File: src/rtl/gpio_pkg.sv
// Shared GPIO definitions: slot count, pattern modes, fixed pattern constants
// and the step-index to pin-pattern decode.
package gpio_pkg;

    localparam int unsigned GPIO_COUNT = 32;
    localparam int unsigned SEQ_W      = 7;

    typedef enum logic [1:0] {
        WALK1 = 2'd0,
        WALK0 = 2'd1,
        CHECK = 2'd2,
        BLINK = 2'd3
    } gpio_mode_t;

    localparam logic [GPIO_COUNT-1:0] PAT_CHECK_ODD  = 32'hAAAA_AAAA;
    localparam logic [GPIO_COUNT-1:0] PAT_CHECK_EVEN = 32'h5555_5555;

    // seq = {mode[1:0], idx[4:0]}; purely combinational
    function automatic logic [GPIO_COUNT-1:0] gpio_pattern(input logic [SEQ_W-1:0] s);
        gpio_mode_t            mode;
        logic [4:0]            idx;
        logic [GPIO_COUNT-1:0] one_hot;
        logic [GPIO_COUNT-1:0] pat;
        mode         = gpio_mode_t'(s[6:5]);
        idx          = s[4:0];
        one_hot      = '0;
        one_hot[idx] = 1'b1;
        pat          = '0;
        case (mode)
            WALK1:   pat = one_hot;
            WALK0:   pat = ~one_hot;
            CHECK:   pat = idx[0] ? PAT_CHECK_ODD : PAT_CHECK_EVEN;
            BLINK:   pat = idx[0] ? '1 : '0;
            default: pat = '0;
        endcase
        return pat;
    endfunction

endpackage

File: src/rtl/gpio_tick_div.sv
// Step-rate prescaler: counts 0..DIV-1 and flags the terminal count as tick.
// hold freezes the count and suppresses tick.
module gpio_tick_div #(
    parameter int unsigned DIV = 4
) (
    input  logic clk,
    input  logic rst_n,
    input  logic hold,
    output logic tick
);

    localparam int unsigned     CNT_W   = (DIV > 1) ? $clog2(DIV) : 1;
    localparam logic [CNT_W-1:0] CNT_MAX = CNT_W'(DIV - 1);

    logic [CNT_W-1:0] cnt;

    always_comb begin
        tick = (cnt == CNT_MAX) && !hold;
    end

    always_ff @(posedge clk) begin
        if (!rst_n) begin
            cnt <= '0;
        end else if (!hold) begin
            if (cnt == CNT_MAX) cnt <= '0;
            else                cnt <= cnt + 1'b1;
        end
    end

endmodule

File: src/rtl/gpio_pattern_seq.sv
// GPIO pattern sequencer: steps a 7-bit index at STEP_HZ and drives the decoded
// 32-bit pattern. Define GPIO_PAUSE_EN to add the pause input.
module gpio_pattern_seq
    import gpio_pkg::*;
#(
    parameter int unsigned CLK_HZ  = 12_000_000,
    parameter int unsigned STEP_HZ = 4
) (
    input  logic                  clk,
    input  logic                  rst_n,
`ifdef GPIO_PAUSE_EN
    input  logic                  pause,
`endif
    output logic [GPIO_COUNT-1:0] gpio_out,
    output logic [SEQ_W-1:0]      seq,
    output logic                  step
);

    localparam int unsigned DIV = CLK_HZ / STEP_HZ;

    logic hold;
    logic tick;

    always_comb begin
`ifdef GPIO_PAUSE_EN
        hold = pause;
`else
        hold = 1'b0;
`endif
    end

    gpio_tick_div #(
        .DIV (DIV)
    ) u_tick_div (
        .clk   (clk),
        .rst_n (rst_n),
        .hold  (hold),
        .tick  (tick)
    );

    // gpio_out decodes the pre-edge seq, giving exactly one cycle of latency
    always_ff @(posedge clk) begin
        if (!rst_n) begin
            seq      <= '0;
            step     <= 1'b0;
            gpio_out <= '0;
        end else begin
            step     <= tick;
            gpio_out <= gpio_pattern(seq);
            if (tick) seq <= seq + 7'd1;
        end
    end

endmodule

File: config.mk
export PLATFORM = sky130hd
export DESIGN_NAME = gpio_pattern_seq
export DESIGN_NICKNAME = d
export VERILOG_FILES = /design/src/rtl/gpio_pkg.sv /design/src/rtl/gpio_tick_div.sv /design/src/rtl/gpio_pattern_seq.sv
export SDC_FILE = /design/constraint.sdc
export NUM_CORES = 1
export LEC_CHECK = 0
export CELL_PAD_IN_SITES_DETAIL_PLACEMENT = 2
export CELL_PAD_IN_SITES_GLOBAL_PLACEMENT = 2
export CORE_MARGIN = 1.5
export CORE_UTILIZATION = 25
export DETAILED_ROUTE_END_ITERATION = 10
export HOLD_SLACK_MARGIN = 0.12
export PLACE_DENSITY = 0.67
export REMOVE_ABC_BUFFERS = 1
export SLEW_MARGIN = 20
export SYNTH_ARGS = -nofsm -noshare
export SYNTH_HDL_FRONTEND = slang
export SYNTH_SLANG_ARGS = --single-unit
File: constraint.sdc
create_clock -name clk -period 2.4 [get_ports clk]
set_input_delay 0.24 -clock clk [delete_from_list [all_inputs] [get_ports clk]]
set_output_delay 0.24 -clock clk [all_outputs]
set_load 0.01 [all_outputs]
==> results.ini <==
[sta]
fin_crit_sh = 0.897
finalSetupViolCount = 0
hold_viol = 0
worstMarginPinSlew_ns = 0.735
rsz0062_at_grt = no
maxSlewViolCount = 0
finalSetupTns_ns = 0
fmax_ghz = 0.465
fin_skew_ns = 0.00632
relSlewSlack = 0.505
fin_crit_ns = 2.15

[synth]
yosysSeqAreaShare = 0.411
netlist_instances = 337
ys_top_cells_by_count = 62 x dfxtp_1, 42 x xnor2_1, 26 x nand2_1
post-synth-top-area-fraction = 0.411
avgSynthCellArea_um2 = 8.95
yosysWarnings = 0
synth_flop_cell = dfxtp_1
yosysTopAreaCell = dfxtp_1
synthMostInstantiatedCell = dfxtp_1
synthTopCellsByArea = dfxtp_1 41%, xnor2_1 12%, a21oi_1 3.5%, and2_1 3.3%, nand2_1 3.2%
async_reset_ff_frac = 0
netlist_area_um2 = 3020
synth_edf_count = 0
synth.distinct_cells = 44
synth_seq_cells = 62

[cts]
clk_pin_slew_ns = 0.05
numCtsBuffers = 9
htreeDepth = 3
ctsHoldBuffers = 0
ctsResizeCount = 0
clkLatencyLatePin_ns = 0.34
cts_tree = built
clockBufferDepth = 2
post_cts_buffers = 0
clock_sinks = 62
root_buffer = clkbuf_16

[finish]
seqCellArea_um2 = 1240
drive_above_1_share = 0.0902
multi_input_comb_area_um2 = 1650
fillers = 1294
nets = 380
n_antenna_cell = 0
syn_to_final_growth_pct = 27.3

[die]
io_pins = 42
die_area_um2 = 12700
rows = 39
initial_core_util = 0.260
die_w_um = 113
fp.coreArea_um2 = 11600
die_h_um = 113

[pwr]
cellPowerDensity_nw_per_um2 = 613
p_total_w = 0.00235
vdd_drop_max_uv = 272
p_leak_nw = 1.27

[global_route]
grt_overflow = 0
antenna_found_initial = 0
grt_pass1_vias = 2742
track_usage = 0.150
grt_start_max_net_pins = 21
grt_pass1_wl_mm = 14.9

[drt]
drcViolationCount = 0
wire_per_inst_um = 16.7
num_vias = 2498
drtIter0Drc = 93
ant_nets = 0
wirelength_mm = 8.69
viasPerCell = 4.80
drtPass1Iterations = 4

[placed_design]
gp_congestion = 0.736
dp_hpwl_mm = 5.89
numPortBuffers = 41

[worst_setup_path]
critPathLaunchType = register
cp_cell_sequence = nor4b_1, nand4b_2, o311ai_0, o41ai_1
slowest_delay_ns = 0.54
reg2reg_from = u_tick_div.cnt[18]
cp_slowest_cell = o311ai_0
crit_type = register to register
worst-path-max-fanout = 10
arrival_ns = 2.34
crit_family = simple AND/OR/NAND/NOR gates
crit_cells = 4
cp-end-kind = register
rrSetupSlack_ns = 0.25
cp_data_required_time_ns = 2.59
ff2ff_path_depth = 4
cp_num_buf_inv = 0
reg2reg_to = seq[4]

[min_path]
worstHoldStart = u_tick_div.cnt[0]
whs_endpoint = u_tick_div.cnt[0]
hp-class = register to register
worstHoldPathCells = 1

[job]
drv_cap = 0

[run_status]
status = completed

## stage by stage
| stage | std cells | hold slack, ns | util | setup WS (ns) | area, µm² |
|---|---|---|---|---|---|
| 3_3_place_gp | 504 | 0.451 | 0.306 | 0.469 | 3560 |
| 3_5_place_dp | 504 | 0.476 | 0.306 | 0.390 | 3560 |
| 2_1_floorplan | 313 | 0.362 | - | 0.522 | 2920 |
| 5_1_grt | 520 | 0.551 | 0.331 | 0.0830 | 3840 |
| 6_report | 520 | 0.481 | 0.331 | 0.248 | 3840 |
| 4_1_cts | 520 | 0.489 | 0.331 | 0.260 | 3840 |
## logic make-up after synthesis
| group | count (synthesis) | synth area share |
|---|---|---|
| flops | 62 | 0.411 |
| mux | 6 | 0.0199 |
| xor+xnor | 44 | 0.128 |
| fa+ha+maj | 6 | 0.0249 |
| compound gates | 52 | 0.106 |
| simple gates | 136 | 0.268 |
| buf+inv | 31 | 0.0423 |
## worst max path at each step
stage          slack, ns          startpoint                 end
6_report            0.25  u_tick_div.cnt[18]              seq[4]
3_5_place_dp        0.39   u_tick_div.cnt[0]   u_tick_div.cnt[7]
4_1_cts             0.26  u_tick_div.cnt[18]              seq[4]
2_1_floorplan       0.52              seq[5]              seq[6]
3_3_place_gp        0.47  u_tick_div.cnt[17]   u_tick_div.cnt[4]
5_1_grt             0.08  u_tick_div.cnt[18]  u_tick_div.cnt[16]
## worst reg2reg max path, delay by kind of cell, from the launching register on
kind            cells  cell delay (ns)
simple gates        2             0.83
compound gates      2             0.73
flops               1             0.44
## power by group
| group | total, W | switching, W | internal (W) | leakage [nW] |
|---|---|---|---|---|
| Clock | 0.00127 | 0.000473 | 0.000801 | 0.137 |
| Combinational | 0.0000392 | 0.0000262 | 0.0000130 | 0.636 |
| Sequential | 0.00104 | 0.00000572 | 0.00104 | 0.500 |
## cell usage in the layout (no fill, tap or decap), types with 3 or more instances in the layout
master and n:
dfxtp_1 62, xnor2_1 42, clkdlybuf4s50_1 41, nand2_1 26, nor2_1 21, a21oi_1 21
and2_1 16, o21ai_0 14, nand4_1 9, clkbuf_16 9, nor3_1 8, nand3_1 7
nand2b_1 7, o21a_1 7, buf_4 7, inv_1 6, mux2i_1 6, ha_1 6
nand4b_1 5, or3_1 4, nand3b_1 4, nor4b_1 3, o311ai_0 3, o41ai_1 3
and3_1 3, nor4_1 3, nor3b_1 3, nor2b_1 3, clkbuf_1 3
## routing by layer
| layer | wire, µm | up-vias | track usage |
|---|---|---|---|
| met2 | 4080 | 37 | 0.244 |
| met3 | 237 | 10 | 0.0305 |
| met5 | 0 | - | 0 |
| met4 | 167 | 0 | 0.0608 |
| met1 | 4200 | 1225 | 0.195 |
| li1 | - | 1226 | - |
## cell type report
| type | instances | share of cell area |
|---|---|---|
| clock buffer | 12 | 0.0616 |
| clock inverter | 4 | 0.0124 |
| inverter | 7 | 0.00684 |
| multi-input combinational | 244 | 0.429 |
| sequential | 62 | 0.323 |
| tap | 143 | 0.0466 |
| timing repair buffer | 48 | 0.121 |
## flip-flops by register name, indices dropped and copies added (netlist names)
name / flops
seq: 7
u_tick_div.cnt: 22
step: 1
gpio_out: 32
(Power assumes the default switching activity.)
